### src/rtl/controller.sv
`timescale 1ns/1ps
// controller: Moore control FSM of the multicycle RV32I core; drives every datapath select and enable.
// Optional build macro CTRL_HALT_ON_ILLEGAL_EN parks the FSM in HALT on an unknown opcode.
module controller (
    input  logic       clk,
    input  logic       reset,
    input  logic [6:0] op,
    input  logic [2:0] funct3,
    input  logic       funct7b5,
    input  logic       Zero,
    output logic [1:0] ResultSrc,
    output logic       MemWrite,
    output logic       PCSrc,
    output logic [1:0] ALUSrcA,
    output logic [1:0] ALUSrcB,
    output logic       AdrSrc,
    output logic       RegWrite,
    output logic       Jump,
    output logic [2:0] ImmSrc,
    output logic [3:0] ALUControl,
    output logic       IRWrite,
    output logic       PCWrite
);
    localparam logic [6:0] OP_LOAD  = 7'b0000011;
    localparam logic [6:0] OP_STORE = 7'b0100011;
    localparam logic [6:0] OP_R     = 7'b0110011;
    localparam logic [6:0] OP_IALU  = 7'b0010011;
    localparam logic [6:0] OP_BR    = 7'b1100011;
    localparam logic [6:0] OP_JAL   = 7'b1101111;
    localparam logic [6:0] OP_JALR  = 7'b1100111;
    localparam logic [6:0] OP_LUI   = 7'b0110111;
    localparam logic [6:0] OP_AUIPC = 7'b0010111;

    localparam logic [3:0] ALU_ADD  = 4'b0000;
    localparam logic [3:0] ALU_SUB  = 4'b0001;
    localparam logic [3:0] ALU_AND  = 4'b0010;
    localparam logic [3:0] ALU_OR   = 4'b0011;
    localparam logic [3:0] ALU_XOR  = 4'b0100;
    localparam logic [3:0] ALU_SLT  = 4'b0101;
    localparam logic [3:0] ALU_SLTU = 4'b0110;
    localparam logic [3:0] ALU_SLL  = 4'b0111;
    localparam logic [3:0] ALU_SRL  = 4'b1000;
    localparam logic [3:0] ALU_SRA  = 4'b1001;

    typedef enum logic [3:0] {
        FETCH, DECODE, MEMADR, MEMREAD, MEMWB, MEMWRITE, EXECUTER, EXECUTEI,
        ALUWB, BRANCH, JAL, JALR, JALR2, LUI, AUIPC
`ifdef CTRL_HALT_ON_ILLEGAL_EN
        , HALT
`endif
    } state_e;

    state_e     cycle_state, cycle_state_d;
    logic [3:0] alu_dec, br_alu;
    logic       br_taken;
    logic       ir_en, pc_en, rw_en, mw_en;

    // NOTE: the state register uses non-blocking assignment; all combinational blocks use blocking.
    always_ff @(posedge clk or posedge reset) begin
        if (reset) cycle_state <= FETCH;
        else       cycle_state <= cycle_state_d;
    end

    always_comb begin
        cycle_state_d = FETCH;
        unique case (cycle_state)
            FETCH:    cycle_state_d = DECODE;
            DECODE: begin
                unique case (op)
                    OP_LOAD, OP_STORE: cycle_state_d = MEMADR;
                    OP_R:              cycle_state_d = EXECUTER;
                    OP_IALU:           cycle_state_d = EXECUTEI;
                    OP_BR:             cycle_state_d = BRANCH;
                    OP_JAL:            cycle_state_d = JAL;
                    OP_JALR:           cycle_state_d = JALR;
                    OP_LUI:            cycle_state_d = LUI;
                    OP_AUIPC:          cycle_state_d = AUIPC;
`ifdef CTRL_HALT_ON_ILLEGAL_EN
                    default:           cycle_state_d = HALT;
`else
                    default:           cycle_state_d = FETCH;
`endif
                endcase
            end
            MEMADR:   cycle_state_d = (op == OP_STORE) ? MEMWRITE : MEMREAD;
            MEMREAD:  cycle_state_d = MEMWB;
            EXECUTER, EXECUTEI, JAL, JALR2, AUIPC: cycle_state_d = ALUWB;
            JALR:     cycle_state_d = JALR2;
`ifdef CTRL_HALT_ON_ILLEGAL_EN
            HALT:     cycle_state_d = HALT;
`endif
            default:  cycle_state_d = FETCH;
        endcase
    end

    // ALU operation for register/immediate arithmetic; only R-type can select sub.
    always_comb begin
        alu_dec = ALU_ADD;
        unique case (funct3)
            3'b000: alu_dec = (op == OP_R && funct7b5) ? ALU_SUB : ALU_ADD;
            3'b001: alu_dec = ALU_SLL;
            3'b010: alu_dec = ALU_SLT;
            3'b011: alu_dec = ALU_SLTU;
            3'b100: alu_dec = ALU_XOR;
            3'b101: alu_dec = funct7b5 ? ALU_SRA : ALU_SRL;
            3'b110: alu_dec = ALU_OR;
            3'b111: alu_dec = ALU_AND;
        endcase
    end

    // Branch compare and whether a zero/non-zero result means taken.
    always_comb begin
        br_alu   = ALU_ADD;
        br_taken = 1'b0;
        unique case (funct3)
            3'b000: begin br_alu = ALU_SUB;  br_taken = Zero;  end
            3'b001: begin br_alu = ALU_SUB;  br_taken = !Zero; end
            3'b100: begin br_alu = ALU_SLT;  br_taken = !Zero; end
            3'b101: begin br_alu = ALU_SLT;  br_taken = Zero;  end
            3'b110: begin br_alu = ALU_SLTU; br_taken = !Zero; end
            3'b111: begin br_alu = ALU_SLTU; br_taken = Zero;  end
            default: ;
        endcase
    end

    always_comb begin
        unique case (op)
            OP_STORE:          ImmSrc = 3'b001;
            OP_BR:             ImmSrc = 3'b010;
            OP_JAL:            ImmSrc = 3'b011;
            OP_LUI, OP_AUIPC:  ImmSrc = 3'b100;
            default:           ImmSrc = 3'b000;
        endcase
    end

    always_comb begin
        // NOTE: every output is defaulted first so no state leaves one unassigned and no latch appears.
        ResultSrc  = 2'b00;
        ALUSrcA    = 2'b00;
        ALUSrcB    = 2'b00;
        AdrSrc     = 1'b0;
        Jump       = 1'b0;
        PCSrc      = 1'b0;
        ALUControl = ALU_ADD;
        ir_en      = 1'b0;
        pc_en      = 1'b0;
        rw_en      = 1'b0;
        mw_en      = 1'b0;
        unique case (cycle_state)
            FETCH:    begin ir_en = 1'b1; pc_en = 1'b1; ALUSrcB = 2'b10; ResultSrc = 2'b10; end
            DECODE:   begin ALUSrcA = 2'b01; ALUSrcB = 2'b01; end
            MEMADR:   begin ALUSrcA = 2'b10; ALUSrcB = 2'b01; end
            MEMREAD:  AdrSrc = 1'b1;
            MEMWB:    begin ResultSrc = 2'b01; rw_en = 1'b1; end
            MEMWRITE: begin AdrSrc = 1'b1; mw_en = 1'b1; end
            EXECUTER: begin ALUSrcA = 2'b10; ALUControl = alu_dec; end
            EXECUTEI: begin ALUSrcA = 2'b10; ALUSrcB = 2'b01; ALUControl = alu_dec; end
            ALUWB:    rw_en = 1'b1;
            BRANCH:   begin ALUSrcA = 2'b10; ALUControl = br_alu; PCSrc = br_taken; pc_en = br_taken; end
            JAL:      begin ALUSrcA = 2'b01; ALUSrcB = 2'b10; pc_en = 1'b1; Jump = 1'b1; end
            JALR:     begin ALUSrcA = 2'b10; ALUSrcB = 2'b01; Jump = 1'b1; end
            JALR2:    begin ALUSrcA = 2'b01; ALUSrcB = 2'b10; pc_en = 1'b1; Jump = 1'b1; end
            LUI:      begin ResultSrc = 2'b11; rw_en = 1'b1; end
            AUIPC:    begin ALUSrcA = 2'b01; ALUSrcB = 2'b01; end
            default: ;
        endcase
    end

    // Architectural enables are suppressed for as long as reset is held.
    assign IRWrite  = ir_en & ~reset;
    assign PCWrite  = pc_en & ~reset;
    assign RegWrite = rw_en & ~reset;
    assign MemWrite = mw_en & ~reset;
endmodule

### config.mk
export PLATFORM = sky130hd
export DESIGN_NAME = controller
export DESIGN_NICKNAME = d
export VERILOG_FILES = /design/src/rtl/controller.sv
export SDC_FILE = /design/constraint.sdc
export NUM_CORES = 1
export LEC_CHECK = 0
export BUFFER_PORTS_ARGS = -buffer_cell sky130_fd_sc_hd__buf_2
export CAP_MARGIN = 20
export CELL_PAD_IN_SITES_DETAIL_PLACEMENT = 2
export CELL_PAD_IN_SITES_GLOBAL_PLACEMENT = 2
export CORE_UTILIZATION = 20
export DETAILED_ROUTE_END_ITERATION = 8
export PLACE_DENSITY = 0.85
export SYNTH_ARGS = -nofsm -noshare
export SYNTH_HDL_FRONTEND = slang
export SYNTH_SLANG_ARGS = --single-unit
### constraint.sdc
create_clock -name clk -period 1.2 [get_ports clk]
set_input_delay 0 -clock clk [delete_from_list [all_inputs] [get_ports clk]]
set_output_delay 0 -clock clk [all_outputs]
set_load 0.02 [all_outputs]
==> metrics.txt <==
worst-margin pin slew between 0.7 and 0.8 ns; failing checks negative setup slack; top flop regs cycle_state x4; CTS buffer count 3; Slew headroom between 40 and 50%; Clk pin slew, worst setup/hold paths 0.04 ns; RR Startpoint cycle_state[1]; H-tree levels 1; top-area cell type share of the netlist area roughly 14%; Starting Density between 20% and 30%; area of the core roughly 3300 um2; Residual DRC 0; Synth Net Count ~120; Final Cycle Share 136%; delay-heaviest family, CP simple AND/OR/NAND/NOR gates; crit path buf inv count 2; number of synthesized flops with an enable pin 0; Filler cells roughly 400; # IOs 34; # setup viols final 20; status complete, but fails checks; Post-synth top flop dfrtp_1; hold slack approximately 0.14 ns; TritonCTS Sinks 4; Crit Path Max Fanout 5; Post-synth ARST share between 90% and 100%; Mapped Area about 700 um2; internal power between 1 and 1.5 mW; CP Data Required Time roughly 1.2 ns; Cell Rows 21; via count 1086; Root Buffer clkbuf_4; static leakage approximately 0.63 nW; Die Ht between 60 and 70 um; largest cells by area after synthesis dfrtp_1 14%, o21ai_0 7.1%, nand2_1 7.0%; max cap viols 0; routed len/inst 19.2 um; slowest cell on the critical path or3_4; Pwr Density 1380 nW/um2; Cells after Synth 107; WS Path Type register to output port; Fin. Hold Viols 0; Syn Area/Cell about 6.5 um2; CTS tree built; first-pass GRT wire length ~6100 um; clock network power share about a tenth; vias in the first global route 1226; WP data arrival roughly 1.6 ns; detailed placement HPWL 2610 um; Top reg by flops cycle_state; Critical Path Start Type register; vias per cell ~5; Setup TNS -6.17 ns; Die Width 61.2 um; critical path, cell by cell buf_4 > nand2b_4 > or3_4 > o21ai_2 > buf_6; drt initial violations 28; CP peak stage delay around 0.45 ns; grt total ovfl 0; port buffer count 33; unrepaired setup endpoints after global routing yes; endpoint class of the critical path output port; First-pass DRT Iterations 4; number of diodes 0; total power 2.04 mW; Storage cell area between 100 and 150 um2; FF+latch count, synth 4; Logic pwr share 79.7%; RePlAce Congestion 0.853; switching share of power between 40 and 50%; worst setup slack after layout -0.432 ns; worst hold path startpoint op[0]; number of flip-flops in the largest register 4; min cycle time layout roughly 1.6 ns; clk buf depth 2; largest net degree at the start of global routing 10; Post-Route WL 4130 um; Yosys top cell by area dfrtp_1; final net count roughly 190; area grow syn2layout 112%; Worst-Skew Late Latency 0.25 ns; Critical Path Source cycle_state[1]; initial antenna violation count 0; post-synth cell types 37; min-delay worst type input pin to register; Net Sw Power just under 1 mW; Synth Warn # 0; Fmax 0.613 GHz; clk_skew ~0.012 ns; Post-DRT Antenna Nets 0; Peak VDD IR ~320 uV; Seq pwr share a little over a tenth; post-synthesis sequential area ratio 14.3%; Slew Limit Fails 0; share of cells above drive strength 1 approximately 64%; Tot GR Track Use between 20% and 30%; die area between 3000 and 4000 um2; Multi-input gate area about 700 um2
synthesized netlist by cell type (all sizes together) (3+ instances only):
| cell | number |
|---|---|
| a211oi | 3 |
| nor3 | 4 |
| nor2 | 7 |
| buf | 7 |
| a21oi | 5 |
| inv | 6 |
| or3 | 3 |
| xnor2 | 3 |
| o21ai | 10 |
| dfrtp | 4 |
| nand2b | 6 |
| nand3 | 5 |
| nor2b | 3 |
| nor4 | 4 |
| nand2 | 13 |
metal layers:
metal | wire, um | GRT usage [%] | part of all wire (%) | vias to the layer above
met5 | 0 | 0 | 0 | -
met4 | 52 | 9.42 | 1.3 | 0
met3 | 91 | 2.94 | 2.2 | 6
met2 | 2350 | 44.9 | 57 | 26
met1 | 1640 | 23.4 | 40 | 547
li1 | - | - | - | 507
what timing repair did:
action | 4_1_cts | 5_1_grt
hold buffers | 1 | 0
pin swaps | 7 | 5
hold endpoints to repair | 4 | 0
buffers inserted | 10 | 4
endpoints found under the setup margin | 20 | 21
resized for setup | 44 | 34
gates cloned | 0 | 0
layout by cell type (no fill, tap or decap), types with 3 or more instances in the layout:
cell type,instances
a21oi_1,3
buf_4,27
o21ai_2,5
clkbuf_4,3
nand2b_4,4
o21ai_0,3
buf_6,22
nand3_1,4
nor2b_1,3
nor2_1,5
buf_2,18
nand2_1,11
inv_1,4
dfrtp_2,3
xnor2_1,3
power by group through the flow:
stage	clock network, mW	logic, mW	registers, mW
final	0.192	1.62	0.222
after global routing	0.207	1.72	0.226
after CTS	0.178	1.32	0.214
after detailed placement	0	1.08	0.205
after global placement	0	1.01	0.204
after floorplan	0	0.649	0.179
cell families (layout without fill, tap and decap cells):
| group | Yosys count | count (layout) | share of synthesized area, % |
|---|---|---|---|
| compound gates | 30 | 30 | 28.4 |
| xor+xnor | 5 | 5 | 6.25 |
| buf+inv | 15 | 77 | 10.9 |
| flops | 4 | 4 | 14.3 |
| simple gates | 53 | 53 | 40.2 |
path summary, 6_finish.rpt:
check,depth (start not counted),endpoint,slack (ns)
max,5,ALUSrcA[0],-0.43
min,3,cycle_state[1],0.14
max reg2reg,5,cycle_state[2],-0.31
min reg2reg,2,cycle_state[3],0.76
max in group asynchronous,3,cycle_state[2],0.71
min in group asynchronous,3,cycle_state[0],0.26
area by class of cell:
type                    count  share of cell area (%)
repair buffers             68                    37.1
inverters                   6                    2.03
flip-flops and latches      4                    7.00
clock buffers               3                    1.52
well taps                  46                    3.88
multi-input cells          88                    48.4
tightest hold or removal path: cells and delay by family:
kind | cells | cell delay, ns
AO/OA/AOI/OAI | 1 | 0.10
buffers and inverters | 1 | 0.10
AND/OR/NAND/NOR | 1 | 0.14
through the flow:
stage / setup slack (ns) / cell area [um2] / std cells / util [%]
2_1_floorplan: -0.137 / 754 / 107 / -
3_3_place_gp: -0.219 / 1060 / 197 / 31.9
3_5_place_dp: -0.348 / 1060 / 197 / 31.9
4_1_cts: -0.399 / 1320 / 211 / 39.5
5_1_grt: -0.469 / 1480 / 215 / 44.4
6_report: -0.432 / 1480 / 215 / 44.4
No activity file was read; power rests on OpenSTA's default activity.
